**src/rtl/regfile_sb.sv**
```systemverilog
// Register file with two combinational read ports, one write port, a hardwired zero
// register and a per-register pending-write scoreboard. Optional: REGFILE_SB_BYPASS_EN.
module regfile_sb #(
    parameter int WIDTH    = 64,
    parameter int DEPTH    = 32,
    parameter int ZERO_REG = DEPTH - 1,
    parameter int AW       = $clog2(DEPTH)
) (
    input  logic             clk,
    input  logic             reset_n,
    input  logic [AW-1:0]    ra1,
    input  logic [AW-1:0]    ra2,
    output logic [WIDTH-1:0] rd1,
    output logic [WIDTH-1:0] rd2,
    output logic             busy1,
    output logic             busy2,
    input  logic             we3,
    input  logic [AW-1:0]    wa3,
    input  logic [WIDTH-1:0] wd3,
    input  logic             iss_v,
    input  logic [AW-1:0]    iss_a,
    output logic             iss_stall,
    output logic [AW:0]      pending_cnt
);

    localparam logic [AW-1:0] ZA = AW'(ZERO_REG);

    logic [WIDTH-1:0] r_regs [DEPTH];
    logic [DEPTH-1:0] r_busy;
    logic [AW:0]      r_pending;

    logic             w_wr;
    logic             w_clr;
    logic             w_iss_acc;
    logic             w_iss_stall;
    logic [DEPTH-1:0] w_busy_nxt;
    logic [AW:0]      w_pend_nxt;

    assign w_wr        = we3 && (wa3 != ZA);
    assign w_clr       = w_wr && r_busy[wa3];
    // WAW guard looks only at the current busy state, never at a same-cycle write.
    assign w_iss_stall = iss_v && (iss_a != ZA) && r_busy[iss_a];
    assign w_iss_acc   = iss_v && !w_iss_stall && (iss_a != ZA);

    assign iss_stall   = w_iss_stall;
    assign pending_cnt = r_pending;

    // Clear before set so a write and an issue to the same register leave it reserved.
    always_comb begin
        w_busy_nxt = r_busy;
        if (w_wr)
            w_busy_nxt[wa3] = 1'b0;
        if (w_iss_acc)
            w_busy_nxt[iss_a] = 1'b1;
        w_pend_nxt = r_pending + (AW+1)'(w_iss_acc) - (AW+1)'(w_clr);
    end

    always_ff @(posedge clk or negedge reset_n) begin
        if (!reset_n) begin
            for (int unsigned i = 0; i < DEPTH; i++)
                r_regs[i] <= WIDTH'(i);
            r_busy    <= '0;
            r_pending <= '0;
        end else begin
            if (w_wr)
                r_regs[wa3] <= wd3;
            r_busy    <= w_busy_nxt;
            r_pending <= w_pend_nxt;
        end
    end

    always_comb begin
        rd1   = r_regs[ra1];
        busy1 = r_busy[ra1];
`ifdef REGFILE_SB_BYPASS_EN
        if (w_wr && (wa3 == ra1)) begin
            rd1   = wd3;
            busy1 = 1'b0;
        end
`endif
        if (ra1 == ZA) begin
            rd1   = '0;
            busy1 = 1'b0;
        end
    end

    always_comb begin
        rd2   = r_regs[ra2];
        busy2 = r_busy[ra2];
`ifdef REGFILE_SB_BYPASS_EN
        if (w_wr && (wa3 == ra2)) begin
            rd2   = wd3;
            busy2 = 1'b0;
        end
`endif
        if (ra2 == ZA) begin
            rd2   = '0;
            busy2 = 1'b0;
        end
    end

endmodule

```
**config.mk**
```make
export PLATFORM = sky130hd
export DESIGN_NAME = regfile_sb
export DESIGN_NICKNAME = d
export VERILOG_FILES = /design/src/rtl/regfile_sb.sv
export SDC_FILE = /design/constraint.sdc
export NUM_CORES = 2
export LEC_CHECK = 0
export CORE_MARGIN = 5
export CORE_UTILIZATION = 40
export CTS_CLUSTER_DIAMETER = 60
export DETAILED_ROUTE_END_ITERATION = 10
export PLACE_DENSITY = 0.64
export SLEW_MARGIN = 10
export SYNTH_ARGS = -nofsm -noshare
export SYNTH_HDL_FRONTEND = slang
export SYNTH_SLANG_ARGS = --single-unit
export TNS_END_PERCENT = 20
```
**constraint.sdc**
```tcl
create_clock -name clk -period 9.04 [get_ports clk]
set_input_delay 0.904 -clock clk [delete_from_list [all_inputs] [get_ports clk]]
set_output_delay 0.904 -clock clk [all_outputs]
set_load 0.05 [all_outputs]
```
==> results by stage <==
Run status:
- The flow ran to the end, and the final reports show no timing, DRC or antenna violations.

Global route:
- The pin count of the biggest net entering global routing is 175.
- The total routing resource utilization after global routing is about 26%.
- The initial antenna violation count is 42.
- After global routing the overflow that remains totals 0.
- The number of global-route vias before repair is approximately 75k.
- The first global-routing pass estimated ~550000 µm of wire.

Clocking:
- Counting along the longest clock path gives a buffer depth of 4.
- Counting the buffers created by CTS gives about 220.
- The total number of clock tree sinks is ~2.1k.
- Clock-pin slew was measured on the worst setup and hold paths at approximately 0.060 ns.
- The clock reaches the later pin of the worst-skew pair after slightly below 0.9 ns.
- The buffer cell driving the clock tree root is sky130_fd_sc_hd__clkbuf_16.
- The number of hold buffers added after CTS was 0.
- Post-CTS repair changed the size of 0 cells.
- The H-tree depth reported by CTS is 4.
- The TritonCTS clock tree is built.
- The post-CTS setup-driven buffer insertion count is 0.

Run:
- The count of maximum capacitance violations is 0.

Yosys:
- The synthesized design contains 0 enable-type register cells.
- Yosys printed 0 warnings.
- Summed over all instances, the cell type with the most area after synthesis is sky130_fd_sc_hd__dfrtp_1.
- Synthesis produced a netlist with a net count of about 7.7k.
- For this run, the leading register cell type out of synthesis is sky130_fd_sc_hd__dfrtp_1.
- Counting every instance in the synthesized netlist gives approximately 7.6k.
- The sequential area share after synthesis is 47.3%.
- After synthesis, the mean cell area works out to ~15 µm².
- The share of synthesized area in the top cell type comes to between 40 and 50%.
- The post-synthesis register bit count is ~2.1k.
- Of all flip-flops after synthesis, the portion carrying an async set or reset was 100%.
- The mapped netlist covers about 110000 µm².
- The unique cell type count in the Yosys netlist is 59.
- Sorting the synthesized cells by area gives the leading types as sky130_fd_sc_hd__dfrtp_1 45%, sky130_fd_sc_hd__mux2_2 20%, sky130_fd_sc_hd__mux4_2 16%.

Pwr:
- The part of the total power dissipated in the clock network is 33.7%.
- The leakage dissipation is 52.2 nW.
- The switching fraction of total power is 28.4%.
- The power density normalized to cell area is roughly 230 nW/µm².
- The portion of total power attributed to sequential cells is between 40% and 50%.
- The internal power of the cells is roughly 0.020 W.
- The analysis attributes to net switching a power of ~0.0079 W.
- IR analysis of the VDD net gives a maximum drop of between 0.00015 and 0.0002 V.
- The fraction of power consumed by combinational cells is a little over a fifth.

Worst setup path:
- For the worst setup path, the data arrival time is 5.29 ns.
- The setup path with the least slack is of type input pin to output port.
- The setup check on the worst reg-to-reg path leaves a slack of ~5.4 ns.
- STA classifies the critical path endpoint as an output port.
- At the worst endpoint, the required time is 8.14 ns.
- The worst register-to-register path begins at r_busy[3]$_DFF_PN0_.
- Along the worst path, the maximum fanout reaches 42.
- The startpoint class of the critical path is an input pin.
- The number of cells on the worst reg-to-reg path is 13.
- The capture instance of the worst register-to-register path is pending_cnt[4]$_DFF_PN0_.

Timing:
- The share of the clock period used by the worst path is 68.5%.
- The final setup violation count is 0.
- Setup repair after global routing left no endpoint under its margin.
- The worst pin sits at a relative slew slack of between 10% and 20%.
- The number of hold violations in the final report came to 0.
- Summed over all failing endpoints, the final setup total negative slack is 0 ns.
- Setup slack closes at about 2.8 ns.
- The smallest hold slack is around 0.029 ns.
- The routed design could run at a clock period as short as roughly 6.2 ns.
- The worst-margin pin slew is about 1.3 ns.
- Timing would allow up to between 150 and 200 MHz.
- The number of slew-limit violations in the final report is 0.
- Between clock sinks in the finished design, the worst skew comes to between 0.02 and 0.025 ns.

Finish:
- In the final layout, the multi-input gates occupy about 54000 µm².
- In the final layout, flip-flops and latches occupy between 50000 and 60000 µm².
- The fraction of layout instances using a drive strength above 1 is between 40% and 50%.
- The signed area change from the synthesized netlist to the final layout is 10.8%.
- The number of nets in the finished design is ~7.4k.
- The filler cells instantiated in the layout total between 20k and 25k.

Route:
- The number of routed nets with antenna violations is 0.
- The average wire per cell in the routed design is 33.8 µm.
- The count of vias placed by the detailed router is just over 70k.
- The final routed DRC violation total is 0.
- In this run, the number of DRC markers left after iteration 0 of detailed routing was 7191.
- Summed over all layers, the routed wires come to 378000 µm.
- The count of TritonRoute iterations in the first routing pass is 5.
- The mean number of vias per cell is ~6.5.

Die:
- During I/O placement, the number of pins put on the boundary was 225.
- The effective utilization at floorplan is between 40% and 50%.
- In this run the vertical extent of the chip is around 540 µm.
- The die is between 500 and 600 µm wide.
- The total area inside the core boundary comes to 276000 µm².
- The floorplan step defined a die boundary enclosing 287000 µm².
- The number of standard-cell rows in the floorplan is ~190.

Min path:
- The worst hold path belongs to the class input pin to async pin.

Place:
- The congestion estimate from routability-driven global placement came to 0.854.
- Once detailed placement completed, the half-perimeter wirelength came to 212000 µm.
- The worst setup slack after placement is roughly 2.9 ns.
- The number of buffer cells added on primary ports is roughly 220.
synthesized netlist by cell type, drive strengths merged, types with 15 or more instances:
cell type  instances
a211oi           125
a21boi            52
a21oi            183
a22o              19
a22oi            252
a32o              20
and3              66
buf              413
clkbuf           487
dfrtp           2006
dfstp             80
inv               18
mux2            1987
mux2i            488
mux4             810
nand2            165
nand3             22
nor2              34
o21ai             15
o221ai           119
o22ai            121
how the worst max path moves through the flow:
stage               startpoint  cells past startpoint  endpoint
detailed placement      ra1[2]                      9   rd1[26]
finish                  ra1[2]                      9   rd1[37]
global route            ra2[0]                      8   rd2[44]
floorplan               ra2[1]                      6   rd2[13]
global placement        ra1[2]                      9   rd1[49]
CTS                     ra1[2]                      9   rd1[26]
sequential cells by signal (all words and copies together), names as in the netlist:
signal / flops
r_regs: 2048
r_busy: 32
pending_cnt: 6
power by group through the flow:
stage | registers [W] | logic [W] | clock network [W]
finish | 0.0125 | 0.00597 | 0.00940
floorplan | 0.0122 | 0.00444 | 0
CTS | 0.0124 | 0.00597 | 0.00953
global route | 0.0127 | 0.00636 | 0.00988
detailed placement | 0.0126 | 0.00595 | 0
global placement | 0.0124 | 0.00584 | 0
worst max-delay path, stage by stage:
cell	delay, ns
sky130_fd_sc_hd__clkdlybuf4s50_1	0.75
sky130_fd_sc_hd__nand3_4	0.65
sky130_fd_sc_hd__buf_4	0.78
sky130_fd_sc_hd__buf_4	0.57
sky130_fd_sc_hd__o22ai_1	0.15
sky130_fd_sc_hd__a211oi_1	0.27
sky130_fd_sc_hd__nand2_1	0.08
sky130_fd_sc_hd__and3_1	0.29
sky130_fd_sc_hd__clkdlybuf4s50_1	0.75
metal layers:
metal,wire (µm),track usage (%)
met1,149000,33.3
met2,179000,41.8
met3,28300,5.08
met4,21400,12.7
met5,113,0
cells by family after synthesis:
| group | Yosys count | synth area share, % |
|---|---|---|
| multiplexers | 3285 | 41.1 |
| flip-flops | 2086 | 47.3 |
| AO/OA/AOI/OAI | 937 | 6.00 |
| buffers and inverters | 918 | 4.02 |
| AND/OR/NAND/NOR | 327 | 1.44 |
| adder cells (fa/ha/maj) | 7 | 0.0860 |
| XOR/XNOR | 5 | 0.0396 |
through the flow:
step | total power, W | utilization (%) | area [µm²] | instances
final | 0.0279 | 44.4 | 123000 | 11200
after global routing | 0.0289 | 44.4 | 123000 | 11200
after detailed placement | 0.0186 | 41.7 | 115000 | 10800
after global placement | 0.0182 | 41.7 | 115000 | 10800
after floorplan | 0.0167 | - | 111000 | 7565
after CTS | 0.0279 | 44.4 | 122000 | 11100
placed cells by master, fill, tap and decap left out, types with 20 or more instances in the layout:
cell,count
sky130_fd_sc_hd__dfrtp_1,2006
sky130_fd_sc_hd__mux2_2,1918
sky130_fd_sc_hd__mux4_2,810
sky130_fd_sc_hd__mux2i_1,488
sky130_fd_sc_hd__a22oi_1,252
sky130_fd_sc_hd__clkbuf_16,222
sky130_fd_sc_hd__clkdlybuf4s50_1,217
sky130_fd_sc_hd__a21oi_1,183
sky130_fd_sc_hd__nand2_1,149
sky130_fd_sc_hd__a211oi_1,124
sky130_fd_sc_hd__o22ai_1,121
sky130_fd_sc_hd__buf_4,121
sky130_fd_sc_hd__o221ai_1,119
sky130_fd_sc_hd__dfstp_2,80
sky130_fd_sc_hd__mux2_1,68
sky130_fd_sc_hd__and3_1,66
sky130_fd_sc_hd__clkbuf_8,52
sky130_fd_sc_hd__a21boi_0,47
sky130_fd_sc_hd__clkinv_2,45
sky130_fd_sc_hd__buf_12,40
sky130_fd_sc_hd__clkbuf_1,38
sky130_fd_sc_hd__diode_2,25
sky130_fd_sc_hd__bufinv_16,22
sky130_fd_sc_hd__nand3_1,20
sky130_fd_sc_hd__a32o_1,20
layout make-up:
cell class | count | area share [%]
inverters | 18 | 0.0551
multi-input cells | 4561 | 44.2
flip-flops and latches | 2086 | 42.7
clock buffers | 310 | 5.21
clock inverters | 77 | 0.795
diodes | 25 | 0.0510
repair buffers | 385 | 3.26
well taps | 3705 | 3.78
Note: power is estimated with default switching activity, not from simulation.
